`config.mk`:
```
export PLATFORM = sky130hd
export DESIGN_NAME = pc_update
export DESIGN_NICKNAME = d
export VERILOG_FILES = /design/src/rtl/pc_update.sv
export SDC_FILE = /design/constraint.sdc
export NUM_CORES = 1
export LEC_CHECK = 0
export BUFFER_PORTS_ARGS = -buffer_cell sky130_fd_sc_hd__buf_4
export CORE_MARGIN = 4
export CORE_UTILIZATION = 40
export DETAILED_ROUTE_END_ITERATION = 16
export GPL_TIMING_DRIVEN = 0
export SETUP_SLACK_MARGIN = 0.15
export SLEW_MARGIN = 25
export SYNTH_ARGS = -nofsm -noshare
export SYNTH_HDL_FRONTEND = slang
export SYNTH_SLANG_ARGS = --single-unit
```
`constraint.sdc`:
```
create_clock -name clk -period 2.8 [get_ports clk]
set_input_delay 0.14 -clock clk [delete_from_list [all_inputs] [get_ports clk]]
set_output_delay 0.14 -clock clk [all_outputs]
set_load 0.1 [all_outputs]
```
`src/rtl/pc_update.sv`:
```
// PC owner for the single-cycle CPU: fetch handshake, execute slot, next-PC.
// Ports: clk/rst, pc_src/imm/rs1_data/exec_done in; ifu req/rsp handshake; pc, pc_plus4, retire, misalign out.
module pc_update #(
  parameter int unsigned     XLEN     = 32,
  parameter logic [XLEN-1:0] RESET_PC = 32'h8000_0000
) (
  input  logic            clk,
  input  logic            rst,
  input  logic [1:0]      pc_src,
  input  logic [XLEN-1:0] imm,
  input  logic [XLEN-1:0] rs1_data,
  input  logic            exec_done,
  output logic            ifu_req_valid,
  output logic [XLEN-1:0] ifu_req_addr,
  input  logic            ifu_req_ready,
  input  logic            ifu_rsp_valid,
  output logic            inst_valid,
  output logic [XLEN-1:0] pc,
  output logic [XLEN-1:0] pc_plus4,
  output logic            retire,
  output logic            misalign
);

  typedef enum logic [2:0] {
    IDLE,
    REQ,
    WAIT,
    EXEC,
    TRAP
  } state_e;

  state_e          state_q, state_d;
  logic [XLEN-1:0] pc_q, pc_d;
  logic            retire_q, retire_d;
  logic            misalign_q, misalign_d;

  logic [XLEN-1:0] seq_pc;
  logic [XLEN-1:0] jal_pc;
  logic [XLEN-1:0] jalr_sum;
  logic [XLEN-1:0] target;

  assign seq_pc   = pc_q + XLEN'(4);
  assign jal_pc   = pc_q + imm;
  assign jalr_sum = rs1_data + imm;

  // Reserved select 11 falls back to sequential flow.
  always_comb begin
    target = seq_pc;
    unique case (pc_src)
      2'b01:   target = jal_pc;
      2'b10:   target = {jalr_sum[XLEN-1:1], 1'b0};
      default: target = seq_pc;
    endcase
  end

  always_comb begin
    state_d    = state_q;
    pc_d       = pc_q;
    retire_d   = 1'b0;
    misalign_d = misalign_q;
    unique case (state_q)
      IDLE: state_d = REQ;
      REQ: begin
        if (ifu_req_ready) state_d = WAIT;
      end
      WAIT: begin
        if (ifu_rsp_valid) state_d = EXEC;
      end
      EXEC: begin
        if (exec_done) begin
          if (target[1:0] == 2'b00) begin
            pc_d     = target;
            retire_d = 1'b1;
            state_d  = REQ;
          end else begin
            misalign_d = 1'b1;
            state_d    = TRAP;
          end
        end
      end
      TRAP:    state_d = TRAP;
      default: state_d = IDLE;
    endcase
  end

  always_ff @(posedge clk) begin
    if (rst) begin
      state_q    <= IDLE;
      pc_q       <= RESET_PC;
      retire_q   <= 1'b0;
      misalign_q <= 1'b0;
    end else begin
      state_q    <= state_d;
      pc_q       <= pc_d;
      retire_q   <= retire_d;
      misalign_q <= misalign_d;
    end
  end

  assign ifu_req_valid = (state_q == REQ);
  assign ifu_req_addr  = pc_q;
  assign inst_valid    = (state_q == EXEC);
  assign pc            = pc_q;
  assign pc_plus4      = seq_pc;
  assign retire        = retire_q;
  assign misalign      = misalign_q;

endmodule

```
==> impl_metrics.toml, run 1 <==
[status]
status = "finished, final reports clean"

[synthesis]
synth_simple_gate_area_share_pct = 22.1
yosys_warnings = 0
synth_most_common_cell = "sky130_fd_sc_hd__a21oi_1"
synthDistinctLibCells = 81
synthesis.area_per_instance_um2 = 7.35
syn_inst = 834
yosys.area.top_type_share_pct = 13.1
dominant_combinational_cell_family_by_area_after_synthesis = "compound AO/OA/AOI/OAI gates"
synth_fa_ha_area_share_pct = 13.7
post_synth_mux_area_share_pct = 0.735
synth_area_um2 = 6130
yosys_most_used_dff = "sky130_fd_sc_hd__dfxtp_1"
synthTopCellsByCount = "sky130_fd_sc_hd__a21oi_1 (81), sky130_fd_sc_hd__nand2_1 (75), sky130_fd_sc_hd__ha_1 (64), sky130_fd_sc_hd__nor2_1 (51), sky130_fd_sc_hd__xnor2_1 (45)"
synth_nets = 971
xor_xnor_share_of_the_synthesized_area_pct = 11.7
synth_top_cells_by_area = "sky130_fd_sc_hd__ha_1 (13%), sky130_fd_sc_hd__dfxtp_1 (12%), sky130_fd_sc_hd__a21oi_1 (6.6%)"
fraction_of_the_mapped_netlist_area_in_compound_gates_pct = 31.9
synth-seq-area-share_pct = 12.1
netlist.top_cell.by_area = "sky130_fd_sc_hd__ha_1"
postSynthRegisterBits = 37
ys_async_sr_fraction_pct = 0
synth-edff-count = 0

[final_layout]
fraction_of_layout_instances_using_a_drive_strength_above_1_pct = 40.3
final_util_pct = 61.1
multiInputGateArea_um2 = 5770
seqCellArea_um2 = 832
insertedDiodeCount = 0
areaGrowthSynthToFinish_pct = 47.0
num-nets-final = 1174
fill_cells = 1424

[floorplanning]
placeableCoreArea_um2 = 14800
fp.dieW_um = 132
boundaryPins = 171
placementRows = 44
design.die.area_um2 = 17400
chipHeight_um = 132
effective_utilization_at_floorplan_pct = 41.6

[setup_path]
end_kind = "flip-flop"
crit_path_max_fanout = 7
reg2reg_to = "ifu_req_addr[30]"
critical_path.startpoint_type = "flip-flop"
reg2regPathDepth = 10
timing_worst_setup_path_type = "flip-flop to flip-flop"
cp.arrival_ns = 2.88
required_ns = 2.96
setup.reg_to_reg.worst_slack_ns = 0.09
worst_r2r_startpoint = "ifu_req_addr[3]"

[drt]
drt-initial-drc-count = 529
detail-route-antenna-nets = 0
viasPerCell = 5.94
wl_per_cell_um = 20.2
dr.pass1.iters = 7
remaining_drc_errors = 0
route.final.wire_length_um = 24700
vias = 7263

[clocking]
clkTransAtPathRegs_ns = 0.06
cts.sink_count = 37
tritoncts = "built"
cts_made_buffers = 5
clock_tree.buffer_depth = 2
cts.htree.levels = 2
worst_skew_pair.late_latency_ns = 0.29
ctsRootBufferMaster = "sky130_fd_sc_hd__clkbuf_16"

[pwr]
pwr-share-clk_pct = 25.6
finalPower_mw = 2.19
pwr-share-comb_pct = 49.9
p_switching_mw = 0.938
intPower_mw = 1.25
power.switching_fraction_pct = 42.9
power_per_cell_area_nw_per_um2 = 243
vdd_drop_max_mv = 0.188
power_leakage_nw = 4.17
proportion_of_power_drawn_by_flip_flops_and_latches_pct = 24.5

[global_routing]
grt.total_usage_pct = 26.8
grt_max_degree = 12
antenna_found_initial = 0
grt_first_pass_wirelength_um = 38000
globalRoute.totalOverflow = 0
via_count_of_the_first_global_routing_pass = 6752

[timing]
final_report_setup_violation_count = 0
unrepaired_setup_endpoints_after_global_routing = "true"
timing.final.max_slew_violations = 0
worst_clock_skew_ns = 0.00587
headroom_to_the_max_slew_limit_pct = 39.7
timing_limited_maximum_frequency_ghz = 0.368
period_minus_slack_ns = 2.71
period_share_pct = 96.9
timing_worst_slew_pin_value_ns = 0.904
finalHoldViolCount = 0

[min_path]
worstHoldEndpoint = "retire"
min_from = "rst"
min_path_type = "input pin to flip-flop"
whs_path_depth = 2

[placement]
buffers_added_on_ports = 169
gp_congestion = 0.905
place_hpwl_um = 19400

[flow_run]
timing.max_cap.violations = 0
==> cell type report <==
class,count,area share (%)
Clock buffer,6,1.43
Timing Repair Buffer,196,16.8
Sequential cell,37,9.23
Tap cell,184,2.55
Clock inverter,2,0.111
Inverter,20,0.833
Multi-Input combinational cell,707,64.0
Buffer,70,5.00
==> registers in the layout, indices dropped and copies added (netlist names) <==
| register | count |
|---|---|
| ifu_req_addr | 32 |
| retire | 1 |
| misalign | 1 |
| state_q | 3 |
==> power groups by stage <==
stage / Combinational (mW) / Sequential [mW] / Clock, mW
floorplan: 0.652 / 0.580 / 0
global placement: 0.995 / 0.548 / 0
finish: 1.09 / 0.536 / 0.560
detailed placement: 0.994 / 0.548 / 0
global route: 1.17 / 0.537 / 0.590
CTS: 1.03 / 0.536 / 0.568
==> worst max-delay path by stage <==
stage,startpoint,slack [ns],to
3_3_place_gp,imm[2],-0.35,ifu_req_addr[25]
5_1_grt,ifu_req_addr[0],0.006,ifu_req_addr[30]
6_report,ifu_req_addr[3],0.09,ifu_req_addr[30]
4_1_cts,ifu_req_addr[0],0.11,ifu_req_addr[31]
2_1_floorplan,ifu_req_addr[2],0.15,ifu_req_addr[26]
3_5_place_dp,imm[2],-0.32,ifu_req_addr[25]
==> critical path, stage by stage, from the launching register on <==
cell                       delay [ns]
sky130_fd_sc_hd__dfxtp_4         0.40
sky130_fd_sc_hd__ha_4            0.23
sky130_fd_sc_hd__o211ai_1        0.26
sky130_fd_sc_hd__a21oi_4         0.07
sky130_fd_sc_hd__o211ai_1        0.37
sky130_fd_sc_hd__a211oi_2        0.15
sky130_fd_sc_hd__o211a_1         0.26
sky130_fd_sc_hd__o31a_1          0.28
sky130_fd_sc_hd__or3_1           0.31
sky130_fd_sc_hd__a31oi_1         0.17
sky130_fd_sc_hd__o31ai_1         0.08
==> metrics by stage <==
stage / setup TNS [ns] / hold slack [ns] / instance area (um2) / std cells / setup WS [ns]
after floorplan: 0 / 0.382 / 6670 / 834 / 0.147
after global placement: -1.79 / 0.453 / 8170 / 1187 / -0.347
after detailed placement: -1.73 / 0.462 / 8170 / 1187 / -0.321
after CTS: 0 / 0.193 / 8630 / 1206 / 0.107
after global routing: 0 / 0.201 / 9010 / 1222 / 0.00577
final: 0 / 0.193 / 9010 / 1222 / 0.0855
==> layer usage <==
metal	GRT usage (%)	vias to the layer above	routed length, um
met1	38.3	3430	11500
li1	-	3507	-
met5	0	-	0
met3	3.55	36	1620
met4	5.19	0	407
met2	43.5	290	11200
==> cells by family after synthesis <==
| kind of cell | count (synthesis) |
|---|---|
| compound gates | 289 |
| buf+inv | 90 |
| flops | 37 |
| fa+ha+maj | 66 |
| simple gates | 266 |
| xor+xnor | 82 |
| mux | 4 |
==> placed cells by master, fill, tap and decap left out, types with 6 or more instances in the layout <==
cell	count
sky130_fd_sc_hd__o211ai_1	8
sky130_fd_sc_hd__nor2b_1	8
sky130_fd_sc_hd__o21bai_1	7
sky130_fd_sc_hd__xor2_1	26
sky130_fd_sc_hd__a21oi_1	65
sky130_fd_sc_hd__a22oi_1	10
sky130_fd_sc_hd__dfxtp_1	8
sky130_fd_sc_hd__xnor2_4	6
sky130_fd_sc_hd__buf_4	227
sky130_fd_sc_hd__o21ai_0	37
sky130_fd_sc_hd__nor2_1	45
sky130_fd_sc_hd__ha_2	6
sky130_fd_sc_hd__clkbuf_16	7
sky130_fd_sc_hd__o22ai_1	9
sky130_fd_sc_hd__a21o_1	30
sky130_fd_sc_hd__buf_2	8
sky130_fd_sc_hd__nand4_1	13
sky130_fd_sc_hd__nor2_4	6
sky130_fd_sc_hd__a221oi_2	10
sky130_fd_sc_hd__and3_1	13
sky130_fd_sc_hd__nand2b_1	11
sky130_fd_sc_hd__clkbuf_1	21
sky130_fd_sc_hd__a31oi_1	8
sky130_fd_sc_hd__xor2_4	7
sky130_fd_sc_hd__ha_1	51
sky130_fd_sc_hd__inv_1	17
sky130_fd_sc_hd__o21ai_1	11
sky130_fd_sc_hd__o21a_1	12
sky130_fd_sc_hd__dfxtp_4	22
sky130_fd_sc_hd__ha_4	7
sky130_fd_sc_hd__nand3_1	27
sky130_fd_sc_hd__a21oi_2	17
sky130_fd_sc_hd__xnor2_2	8
sky130_fd_sc_hd__or3_1	7
sky130_fd_sc_hd__xnor2_1	31
sky130_fd_sc_hd__nor3_1	16
sky130_fd_sc_hd__nand2_1	74
sky130_fd_sc_hd__dfxtp_2	7
==> repair_timing <==
action                                  CTS  global route
pin swaps                                 7            21
cloned                                    0             2
setup buffers                            11            14
resized for setup                        50            53
hold buffers                              0             0
endpoints found under the setup margin   27            31
Power figures use the tool's default switching activity.
==> run 2: changes to the inputs <==
CORE_UTILIZATION = 45   (was 40)
PLACE_DENSITY = 0.7   (was default)
==> run 2 against run 1 <==
- cell area up 1.5%
- clock skew up 0.0029 ns
- largest power group unchanged
- first-iteration DRC count up 23%
- fmax down 0.92%
- wire length down 4.4%
- register-to-register slack worse by 0.03 ns
- clock power up 18%
==> impl_metrics.toml, run 2 (synthesis gave the netlist of run 1 again) <==
[final_layout]
layout_commonest_cell = "sky130_fd_sc_hd__buf_4"
fill_cells = 1167
insertedDiodeCount = 0
final_cell_mix = "sky130_fd_sc_hd__buf_4 (237), sky130_fd_sc_hd__nand2_1 (74), sky130_fd_sc_hd__a21oi_1 (64)"
seqCellArea_um2 = 832
num-nets-final = 1190
areaGrowthSynthToFinish_pct = 49.3
final_cells = 1230
flip_flop_count_of_the_largest_register_after_layout = 32
fin_area_um2 = 9150
fraction_of_layout_instances_using_a_drive_strength_above_1_pct = 40.9
multiInputGateArea_um2 = 5760

[timing]
timing_limited_maximum_frequency_ghz = 0.365
unrepaired_setup_endpoints_after_global_routing = "true"
timing_worst_slew_pin_value_ns = 0.876
period_minus_slack_ns = 2.74
finalHoldViolCount = 0
headroom_to_the_max_slew_limit_pct = 41.6
worst_clock_skew_ns = 0.00876
period_share_pct = 97.8
final_report_setup_violation_count = 0
timing.final.max_slew_violations = 0

[drt]
remaining_drc_errors = 0
route.final.wire_length_um = 23600
vias = 7301
drt-initial-drc-count = 649
detail-route-antenna-nets = 0
wl_per_cell_um = 19.2
dr.pass1.iters = 7
viasPerCell = 5.94

[setup_path]
critical_path.startpoint_type = "flip-flop"
crit_path_max_fanout = 8
timing_worst_setup_path_type = "flip-flop to flip-flop"
required_ns = 2.96
worst_r2r_startpoint = "ifu_req_addr[5]"
cp.arrival_ns = 2.90
end_kind = "flip-flop"
critPathLaunch = "ifu_req_addr[5]"

[status]
status = "finished, final reports clean"

[clocking]
clkTransAtPathRegs_ns = 0.06
tritoncts = "built"
cts_made_buffers = 5
clock_tree.buffer_depth = 2
cts.htree.levels = 2
ctsRootBufferMaster = "sky130_fd_sc_hd__clkbuf_16"
cts.sink_count = 37
worst_skew_pair.late_latency_ns = 0.29

[pwr]
vdd_drop_max_mv = 0.235
proportion_of_power_drawn_by_flip_flops_and_latches_pct = 23.4
power.switching_fraction_pct = 40.9
p_switching_mw = 0.936
power_per_cell_area_nw_per_um2 = 250
pwr-share-comb_pct = 47.8
pwr-share-clk_pct = 28.8
intPower_mw = 1.35
power_leakage_nw = 4.25

[floorplanning]
placementRows = 42
fp.dieW_um = 125
design.die.area_um2 = 15600
chipHeight_um = 125
boundaryPins = 171
placeableCoreArea_um2 = 13300
effective_utilization_at_floorplan_pct = 46.1

[min_path]
min_from = "ifu_req_ready"
min_path_type = "input pin to flip-flop"

[global_routing]
grt_max_degree = 14
globalRoute.totalOverflow = 0
via_count_of_the_first_global_routing_pass = 6711
grt.total_usage_pct = 27.7
grt_first_pass_wirelength_um = 35400
antenna_found_initial = 0

[placement]
gp_congestion = 0.942
place_hpwl_um = 18300
buffers_added_on_ports = 169
placed_cells_incl_taps = 1179
post_dp_cell_area_um2 = 8160

[flow_run]
timing.max_cap.violations = 0
-- run 2: changes by cell type in the layout (fill, tap and decap cells not counted), moves of 3 or more --
cell and delta:
sky130_fd_sc_hd__buf_4 +10, sky130_fd_sc_hd__ha_2 +3, sky130_fd_sc_hd__a221oi_1 +4, sky130_fd_sc_hd__a21oi_4 +4, sky130_fd_sc_hd__a221oi_2 -4, sky130_fd_sc_hd__buf_6 +7, sky130_fd_sc_hd__a21oi_2 -3
-- run 2: worst max-delay path, cell delays in order, from the launching register on --
cell and delay [ns]:
sky130_fd_sc_hd__dfxtp_4 0.42, sky130_fd_sc_hd__ha_2 0.33, sky130_fd_sc_hd__a21oi_2 0.20, sky130_fd_sc_hd__nand2_1 0.07, sky130_fd_sc_hd__o211ai_1 0.35, sky130_fd_sc_hd__a211oi_2 0.15, sky130_fd_sc_hd__o211a_1 0.25, sky130_fd_sc_hd__o31a_1 0.28
sky130_fd_sc_hd__or3_1 0.31, sky130_fd_sc_hd__a31oi_1 0.19, sky130_fd_sc_hd__o31ai_1 0.09
-- run 2: final timing paths --
path                      endpoint  slack [ns]  depth (start not counted)
hold / removal          state_q[0]        0.22                          4
setup reg to reg  ifu_req_addr[30]        0.06                         10
hold reg to reg           misalign        0.49                          2
setup / recovery  ifu_req_addr[30]        0.06                         10
-- run 2: what timing repair did --
action | 4_1_cts | 5_1_grt
hold endpoints to repair | 0 | 0
setup buffers | 8 | 34
pin swaps | 11 | 38
cloned | 0 | 1
hold buffers | 0 | 0
resized for setup | 37 | 78
endpoints found under the setup margin | 27 | 33
-- run 2: final cells by class --
type                            instances  area share, %
Clock inverter                          3          0.506
Inverter                               20          0.820
Multi-Input combinational cell        707           62.9
Sequential cell                        37           9.09
Timing Repair Buffer                  212           17.9
Buffer                                 70           5.00
Tap cell                              176           2.41
Clock buffer                            5           1.37
-- run 2: per-stage QoR --
| stage | util, % | TNS, ns | power (mW) | worst slack (ns) | hold slack, ns |
|---|---|---|---|---|---|
| floorplan | - | 0 | 1.23 | 0.147 | 0.382 |
| global placement | 61.4 | -1.04 | 1.53 | -0.217 | 0.459 |
| detailed placement | 61.4 | -1.13 | 1.53 | -0.225 | 0.476 |
| CTS | 64.5 | 0 | 2.22 | 0.117 | 0.213 |
| global route | 68.8 | -0.00844 | 2.39 | -0.00803 | 0.242 |
| finish | 68.8 | 0 | 2.29 | 0.0604 | 0.219 |
-- run 2: metal layers --
metal	wire [um]	track usage [%]	vias to the layer above
li1	-	-	3533
met1	10500	38.3	3392
met2	10600	43.9	320
met3	1900	5.32	56
met4	604	7.61	0
met5	0	0	-
-- run 2: power groups by stage --
stage          clock, mW  sequential, mW  combinational (mW)
2_1_floorplan          0           0.580               0.652
3_3_place_gp           0           0.548               0.985
3_5_place_dp           0           0.548               0.986
4_1_cts            0.662           0.536                1.02
5_1_grt            0.684           0.537                1.17
6_report           0.659           0.535                1.09
==> run 3: changes to the inputs <==
CORE_ASPECT_RATIO = 0.9   (was default)
==> run 3 against run 2 <==
- first-iteration DRC count is 2.2% higher
- hold slack worse by 0.032 ns
- critical path depth is 2 higher
- sequential share of layout area hardly changed
- global-route usage is 0.68 points higher
- utilization hardly changed
- clock skew is 0.0043 ns lower
- cell area is 0.55% higher
- power is 3.2% higher
- critical path type unchanged
- largest cell class unchanged
==> impl_metrics.toml, run 3 (synthesis gave the netlist of run 1 again) <==
[status]
status = "finished, final reports clean"

[timing]
timing_worst_slew_pin_value_ns = 0.932
period_share_pct = 98.5
timing.final.max_slew_violations = 0
finalHoldViolCount = 0
worst_clock_skew_ns = 0.00450
timing.hold.ws_ns = 0.187
final_report_setup_violation_count = 0
timing_limited_maximum_frequency_ghz = 0.363
period_minus_slack_ns = 2.76
unrepaired_setup_endpoints_after_global_routing = "true"
post-route-worst-setup-slack_ns = 0.0415
headroom_to_the_max_slew_limit_pct = 37.7

[global_routing]
grt.total_usage_pct = 28.4
via_count_of_the_first_global_routing_pass = 6617
globalRoute.totalOverflow = 0
grt_max_degree = 13
grt_first_pass_wirelength_um = 35400
antenna_found_initial = 0

[clocking]
cts_hold_buffers = 0
cts_made_buffers = 5
cts.sink_count = 37
clock_tree.buffer_depth = 2
tritoncts = "built"
clkTransAtPathRegs_ns = 0.06
cts.htree.levels = 2
worst_skew_pair.late_latency_ns = 0.28
ctsRootBufferMaster = "sky130_fd_sc_hd__clkbuf_16"

[drt]
dr.pass1.iters = 5
detail-route-antenna-nets = 0
remaining_drc_errors = 0
viasPerCell = 6.08
route.final.wire_length_um = 23700
vias = 7393
wl_per_cell_um = 19.5
drt-initial-drc-count = 663

[setup_path]
crit_path_max_fanout = 2
timing.critical_path.cells = "ha_4 -> inv_2 -> fa_2 -> nand2b_4 -> a21oi_4 -> o211ai_1 -> a211oi_2 -> o211a_1 -> o31a_1 -> or3_1 -> a31oi_1 -> o31ai_1"
critical_path.startpoint_type = "flip-flop"
timing_worst_setup_path_type = "flip-flop to flip-flop"
required_ns = 2.96
critical-path-slowest-cell = "sky130_fd_sc_hd__dfxtp_4"
end_kind = "flip-flop"
max_stage_delay_ns = 0.36
cp.arrival_ns = 2.92

[placement]
place_hpwl_um = 18100
buffers_added_on_ports = 169
gp_congestion = 1.01
post-place-ws_ns = -0.239
placed_cells_incl_taps = 1171

[floorplanning]
effective_utilization_at_floorplan_pct = 45.9
design.die.area_um2 = 15600
chipHeight_um = 119
boundaryPins = 171
fp.dieW_um = 131
placeableCoreArea_um2 = 13400
placementRows = 40

[pwr]
vdd_drop_max_mv = 0.220
power_per_cell_area_nw_per_um2 = 257
power_leakage_nw = 4.29

[flow_run]
timing.max_cap.violations = 0

[final_layout]
layout_commonest_cell = "sky130_fd_sc_hd__buf_4"
final_cells = 1216
num-nets-final = 1184
flip_flop_count_of_the_largest_register_after_layout = 32
final_cell_mix = "sky130_fd_sc_hd__buf_4 (234), sky130_fd_sc_hd__nand2_1 (73), sky130_fd_sc_hd__a21oi_1 (61)"
insertedDiodeCount = 0
fraction_of_layout_instances_using_a_drive_strength_above_1_pct = 40.8
areaGrowthSynthToFinish_pct = 50.1

[min_path]
min_path_type = "input pin to flip-flop"
run 3: final timing paths:
check	from	end	slack, ns	cells after the start
setup / recovery	ifu_req_addr[0]	ifu_req_addr[30]	0.04	12
setup reg to reg	ifu_req_addr[0]	ifu_req_addr[30]	0.04	12
hold reg to reg	misalign	misalign	0.48	2
hold / removal	rst	retire	0.19	2
run 3: per-stage QoR:
step | util, % | power, mW | instance area [um2] | setup TNS (ns)
2_1_floorplan | - | 1.23 | 6670 | 0
3_3_place_gp | 61.0 | 1.51 | 8150 | -1.39
3_5_place_dp | 61.0 | 1.52 | 8150 | -1.50
4_1_cts | 64.6 | 2.28 | 8640 | 0
5_1_grt | 68.9 | 2.45 | 9200 | -0.0216
6_report | 68.9 | 2.36 | 9200 | 0
run 3: report_power, final:
| group | leakage [nW] | total (mW) | switching (mW) | internal [mW] |
|---|---|---|---|---|
| Combinational | 3.88 | 1.09 | 0.672 | 0.414 |
| Clock | 0.0938 | 0.741 | 0.232 | 0.509 |
| Sequential | 0.320 | 0.533 | 0.0183 | 0.515 |
run 3: critical path, delay by kind of cell (launching register included):
kind	cells	cell delay (ns)
compound gates	7	1.43
fa+ha+maj	2	0.34
buf+inv	1	0.04
flops	1	0.36
simple gates	2	0.46
run 3: repair_timing:
item	CTS	global route
pin swaps	12	31
cloned	0	3
endpoints found under the setup margin	25	32
endpoints found under the hold margin	0	0
gates resized for setup	44	79
buffers inserted	12	22
run 3: cell type report:
cell class,count,area [um2]
Sequential cell,37,835
Clock buffer,5,125
Inverter,20,75.1
Multi-Input combinational cell,707,5810
Tap cell,168,210
Clock inverter,3,65.1
Fill cell,1179,4160
Buffer,70,468
Timing Repair Buffer,206,1620
run 3: layer usage:
metal  track usage, %  vias up  routed length, um
met5                0        -                  0
met4             5.01        0                388
met3             4.07       38               2200
met2             43.1      392              10500
met1             42.6     3455              10600
li1                 -     3508                  -
